**src/rtl/sd4_mac_pkg.sv**
```systemverilog
// Shared widths and field positions for the SD4 MAC partial-product datapath.
package sd4_mac_pkg;

  localparam int unsigned PP_W   = 5;
  localparam int unsigned EXP_W  = 5;
  localparam int unsigned MAG_W  = 4;
  localparam int unsigned TERM_W = 36;

  localparam int unsigned PP_SIGN = 4;
  localparam int unsigned PP_HID  = 3;

  // Increment that sticks at all-ones instead of wrapping.
  function automatic logic [7:0] sat_inc8(input logic [7:0] v);
    return (&v) ? v : v + 8'd1;
  endfunction

endpackage

```
**src/rtl/pp_term_aligner.sv**
```systemverilog
// Turns one {sign, hidden, m[2:0]} partial product and its shift into a signed aligned term.
module pp_term_aligner
  import sd4_mac_pkg::*;
(
  input  logic [PP_W-1:0]  signed_pp_i,
  input  logic [EXP_W-1:0] exp_i,
  output logic [TERM_W:0]  term_o
);

  logic [TERM_W-1:0] mag;
  logic [TERM_W:0]   mag_ext;

  always_comb begin
    mag     = '0;
    mag_ext = '0;
    term_o  = '0;
    // A cleared hidden bit encodes a zero term regardless of sign and mantissa.
    if (signed_pp_i[PP_HID]) begin
      mag     = TERM_W'({1'b1, signed_pp_i[MAG_W-2:0]}) << exp_i;
      mag_ext = {1'b0, mag};
      term_o  = signed_pp_i[PP_SIGN] ? (~mag_ext + 1'b1) : mag_ext;
    end
  end

endmodule

```
**src/rtl/pp_shift_accumulator.sv**
```systemverilog
// Two-stage term aligner and saturating group accumulator with a held valid/ready result.
module pp_shift_accumulator
  import sd4_mac_pkg::*;
#(
  parameter int unsigned ACC_W   = 40,
  parameter int unsigned COUNT_W = 8
) (
  input  logic               clk,
  input  logic               rst_n,
  input  logic               in_valid,
  output logic               in_ready,
  input  logic               in_last,
  input  logic [PP_W-1:0]    signed_pp,
  input  logic [EXP_W-1:0]   exp,
  output logic               out_valid,
  input  logic               out_ready,
  output logic [ACC_W-1:0]   out_sum,
  output logic [COUNT_W-1:0] out_count,
  output logic               out_ovf
);

  localparam logic [ACC_W-1:0] AccMax = {1'b0, {(ACC_W-1){1'b1}}};
  localparam logic [ACC_W-1:0] AccMin = {1'b1, {(ACC_W-1){1'b0}}};

  logic [TERM_W:0]      term;
  logic [ACC_W-1:0]     term_ext;

  logic                 s1_valid_q, s1_valid_d;
  logic                 s1_last_q, s1_last_d;
  logic [ACC_W-1:0]     s1_term_q, s1_term_d;

  logic [ACC_W-1:0]     acc_q, acc_d;
  logic [COUNT_W-1:0]   cnt_q, cnt_d;
  logic                 ovf_q, ovf_d;

  logic                 out_valid_q, out_valid_d;
  logic [ACC_W-1:0]     out_sum_q, out_sum_d;
  logic [COUNT_W-1:0]   out_count_q, out_count_d;
  logic                 out_ovf_q, out_ovf_d;

  logic                 stall;
  logic                 take;
  logic [ACC_W:0]       sum_wide;
  logic                 ovf_now;
  logic [ACC_W-1:0]     sum_sat;
  logic [COUNT_W-1:0]   cnt_inc;

  pp_term_aligner u_aligner (
    .signed_pp_i (signed_pp),
    .exp_i       (exp),
    .term_o      (term)
  );

  assign term_ext = ACC_W'($signed(term));

  // Only a pending last term can collide with an unconsumed result.
  assign stall    = s1_valid_q & s1_last_q & out_valid_q & ~out_ready;
  assign in_ready = ~stall;
  assign take     = s1_valid_q & ~stall;

  always_comb begin
    sum_wide = {acc_q[ACC_W-1], acc_q} + {s1_term_q[ACC_W-1], s1_term_q};
    ovf_now  = sum_wide[ACC_W] ^ sum_wide[ACC_W-1];
    if (ovf_now) begin
      sum_sat = sum_wide[ACC_W] ? AccMin : AccMax;
    end else begin
      sum_sat = sum_wide[ACC_W-1:0];
    end
    cnt_inc = (&cnt_q) ? cnt_q : cnt_q + COUNT_W'(1);
  end

  // Stage 1: aligned term register.
  always_comb begin
    s1_valid_d = s1_valid_q;
    s1_last_d  = s1_last_q;
    s1_term_d  = s1_term_q;
    if (in_valid && in_ready) begin
      s1_valid_d = 1'b1;
      s1_last_d  = in_last;
      s1_term_d  = term_ext;
    end else if (take) begin
      s1_valid_d = 1'b0;
    end
  end

  // Stage 2: accumulator and output holding register.
  always_comb begin
    acc_d       = acc_q;
    cnt_d       = cnt_q;
    ovf_d       = ovf_q;
    out_valid_d = out_valid_q;
    out_sum_d   = out_sum_q;
    out_count_d = out_count_q;
    out_ovf_d   = out_ovf_q;

    if (out_valid_q && out_ready) begin
      out_valid_d = 1'b0;
    end

    if (take) begin
      if (s1_last_q) begin
        out_valid_d = 1'b1;
        out_sum_d   = sum_sat;
        out_count_d = cnt_inc;
        out_ovf_d   = ovf_q | ovf_now;
        acc_d       = '0;
        cnt_d       = '0;
        ovf_d       = 1'b0;
      end else begin
        acc_d = sum_sat;
        cnt_d = cnt_inc;
        ovf_d = ovf_q | ovf_now;
      end
    end
  end

  always_ff @(posedge clk) begin
    if (!rst_n) begin
      s1_valid_q  <= 1'b0;
      s1_last_q   <= 1'b0;
      s1_term_q   <= '0;
      acc_q       <= '0;
      cnt_q       <= '0;
      ovf_q       <= 1'b0;
      out_valid_q <= 1'b0;
      out_sum_q   <= '0;
      out_count_q <= '0;
      out_ovf_q   <= 1'b0;
    end else begin
      s1_valid_q  <= s1_valid_d;
      s1_last_q   <= s1_last_d;
      s1_term_q   <= s1_term_d;
      acc_q       <= acc_d;
      cnt_q       <= cnt_d;
      ovf_q       <= ovf_d;
      out_valid_q <= out_valid_d;
      out_sum_q   <= out_sum_d;
      out_count_q <= out_count_d;
      out_ovf_q   <= out_ovf_d;
    end
  end

  assign out_valid = out_valid_q;
  assign out_sum   = out_sum_q;
  assign out_count = out_count_q;
  assign out_ovf   = out_ovf_q;

endmodule
```
**config.mk**
```make
export PLATFORM = sky130hd
export DESIGN_NAME = pp_shift_accumulator
export DESIGN_NICKNAME = d
export VERILOG_FILES = /design/src/rtl/sd4_mac_pkg.sv /design/src/rtl/pp_term_aligner.sv /design/src/rtl/pp_shift_accumulator.sv
export SDC_FILE = /design/constraint.sdc
export NUM_CORES = 1
export LEC_CHECK = 0
export BUFFER_PORTS_ARGS = -buffer_cell sky130_fd_sc_hd__buf_2
export CELL_PAD_IN_SITES_DETAIL_PLACEMENT = 0
export CELL_PAD_IN_SITES_GLOBAL_PLACEMENT = 1
export CORE_ASPECT_RATIO = 1.2
export CORE_UTILIZATION = 46
export CTS_CLUSTER_SIZE = 8
export DETAILED_ROUTE_END_ITERATION = 16
export PLACE_DENSITY_LB_ADDON = 0.1
export SYNTH_ARGS = -nofsm -noshare
export SYNTH_HDL_FRONTEND = slang
export SYNTH_HIERARCHICAL = 1
export SYNTH_SLANG_ARGS = --single-unit
```
**constraint.sdc**
```tcl
create_clock -name clk -period 3.9 [get_ports clk]
set_clock_uncertainty 0.2 [all_clocks]
set_input_delay 0.78 -clock clk [delete_from_list [all_inputs] [get_ports clk]]
set_output_delay 0.78 -clock clk [all_outputs]
set_load 0.05 [all_outputs]
```
==> run summary <==
flop and latch count out of synthesis -> 138
final wirelength -> 29000 µm
# setup viols final -> 0
DRC errors left -> 0
initial antenna violation count -> 0
outcome -> complete, no violations
Max Root-Sink Buffers -> 2
Tmin final -> 3.48 ns
diodes inserted -> 0
Fin Hold WS -> 0.244 ns
Post-Place Cell Area -> 10300 µm²
cell taking the most area after synthesis -> dfxtp_1
Largest stage delay, worst path -> 0.37 ns
Worst Setup Start Kind -> flip-flop
DR iter-0 viols -> 587
Worst-path clk slew -> 0.07 ns
Num CTS Buffers -> 17
area share of the largest cell type after synthesis -> 28.4%
Arr. time, crit path -> 3.61 ns
Vias -> 9189
CTS tree -> built
crit path capture type -> flip-flop
min-delay worst type -> flip-flop to flip-flop
EDFF count, synth -> 0
Final GP Congestion -> 0.980
largest net degree at the start of global routing -> 45
starting density of the core -> 47.5%
maxcap violations -> 0
design area -> 10900 µm²
total die area -> 21700 µm²
pwr/cell area -> 347 nW/µm²
Main synth FF type -> dfxtp_1
slowest stage cell, crit path -> fa_1
clk sink count -> 138
synthesized area -> 9710 µm²
P_leak -> 4.57 nW
share of layout cells above drive strength 1 -> 12.5%
Yosys cell types -> 91
Layout area overhead -> 12.0%
routed len/inst -> 18.1 µm
unrepaired setup endpoints after global routing -> no
layout net count -> 1384
Async SR Flop Fraction -> 0%
Max Clock Freq -> 287 MHz
Syn Area/Cell -> 7.51 µm²
Post-Syn Nets -> 1352
WS Path Type -> flip-flop to flip-flop
Die H -> 161 µm
worst-path cell chain -> ha_1 > inv_1 > fa_1 > nand2b_1 > a21oi_1 > o21ai_0 > a21oi_1 > o21ai_0 > o2bb2ai_2 > mux2_2 > a21o_1 > a32o_1
Critical Path Fanout Max -> 4
detailed placement HPWL -> 22200 µm
fin crit share -> 89.3%
setup TNS -> 0 ns
Area contributors post-synth -> dfxtp_1, nand2_1, o21ai_0
routed vias/inst -> 5.73
core area -> 20500 µm²
drt first pass iters -> 5
worst rel slew slack -> 47.4%
H-tree depth -> 4
GRT Util Overall -> 27.7%
number of cell rows -> 57
Worst Path Required -> 4.02 ns
sequential-to-total area share from yosys stat -> 28.4%
final-report hold violation count -> 0
vias in the first global route -> 8944
Die Wd -> 135 µm
Filler cells -> 2047
VDD IR max -> 0.312 mV
first-pass GRT wire length -> 47500 µm
# IOs -> 66
clock root buffer -> clkbuf_16
Yosys warnings -> 6
Post-Synthesis Cells -> 1294
worst slew pin tran -> 0.786 ns
Final ANT Viol Nets -> 0
Port Buffer Count -> 65
Worst-Skew Late Latency -> 0.43 ns
global route overflow -> 0
max-slew violations -> 0
## power breakdown
group,internal [W],total (W),switching (W)
combinational,0.000204,0.000591,0.000387
sequential,0.00144,0.00147,0.0000293
clock,0.000981,0.00172,0.000736
## metrics by stage
step	power [W]	util (%)	cells	setup WS [ns]
finish	0.00378	53.1	1604	0.416
CTS	0.00381	53.1	1604	0.313
floorplan	0.00193	-	1294	0.486
global route	0.00394	53.1	1604	0.113
detailed placement	0.00209	50.1	1572	0.262
global placement	0.00209	50.1	1572	0.194
## critical path, delay by kind of cell (launching register included)
family	cells	cell delay (ns)
adders and majority gates	2	0.58
muxes	1	0.37
AOI/OAI and AO/OA	7	1.64
buffers and inverters	1	0.07
DFF	1	0.35
and+or+nand+nor	1	0.18
## metal layers
metal / global-route usage [%] / up-vias / part of all wire (%) / routed length, µm
met1: 34.0 / 4287 / 44 / 12800
li1: - / 4654 / - / -
met3: 3.42 / 56 / 3.3 / 966
met2: 48.0 / 192 / 48 / 14000
met4: 12.9 / 0 / 4.1 / 1180
met5: 0 / - / 0 / 0
## area by class of cell
class                           instances  area, µm²  share of cell area (%)
Multi-Input combinational cell       1049       6480                    59.5
Sequential cell                       138       2760                    25.4
Timing Repair Buffer                  100        613                    5.64
Clock buffer                           17        425                    3.91
Tap cell                              265        332                    3.05
Clock inverter                         15        193                    1.77
Inverter                               20       75.1                   0.690
## Yosys cell counts (18+ instances only)
| library cell | count |
|---|---|
| dfxtp_1 | 138 |
| inv_1 | 18 |
| nor2_1 | 96 |
| xor2_1 | 26 |
| buf_2 | 19 |
| nor3_1 | 18 |
| ha_1 | 42 |
| nor2b_1 | 18 |
| nand3_1 | 26 |
| a21boi_0 | 46 |
| a21oi_1 | 79 |
| and2_1 | 41 |
| nand2b_1 | 24 |
| xnor2_1 | 30 |
| nand2_1 | 232 |
| o21ai_0 | 124 |
| a21o_1 | 20 |
| clkbuf_1 | 54 |
## cell families after synthesis
family                   share of synthesized area (%)
AND/OR/NAND/NOR                                   25.5
AO/OA/AOI/OAI                                     29.5
buffers and inverters                             5.02
flip-flops                                        28.4
XOR/XNOR                                          5.05
adder cells (fa/ha/maj)                           5.62
multiplexers                                     0.889
## repair_timing
item	4_1_cts	5_1_grt
resized for setup	0	1
buffers inserted	0	0
endpoints found under the setup margin	0	1
hold buffers	0	0
## state kept, by name, summed over array words and instances, names as in the netlist
signal,flops
out_count,8
s1_term_q,37
out_ovf,1
ovf_q,1
out_valid,1
cnt_q,8
acc_q,40
out_sum,40
s1_last_q,1
s1_valid_q,1
## worst paths after layout
path | startpoint | end | slack, ns | depth (start not counted)
hold reg to reg | out_sum[24] | out_sum[24] | 0.24 | 2
hold / removal | out_sum[24] | out_sum[24] | 0.24 | 2
setup / recovery | s1_term_q[0] | out_sum[36] | 0.42 | 12
setup reg to reg | s1_term_q[0] | out_sum[36] | 0.42 | 12
## cells in the final DEF, fill, tap and decap left out, types with 7 or more instances in the layout
cell,instances
nand2_1,232
dfxtp_1,138
o21ai_0,124
nor2_1,96
a21oi_1,79
buf_2,65
a21boi_0,46
ha_1,42
and2_1,41
buf_4,33
xnor2_1,30
nand3_1,26
xor2_1,26
nand2b_1,24
a21o_1,20
inv_1,18
nor2b_1,18
nor3_1,18
o21a_1,17
clkbuf_16,17
nand4_1,13
and3_1,13
a31oi_1,13
o31ai_1,13
o21bai_1,11
o211ai_1,7
o22ai_1,7
Note: power is estimated with default switching activity, not from simulation.
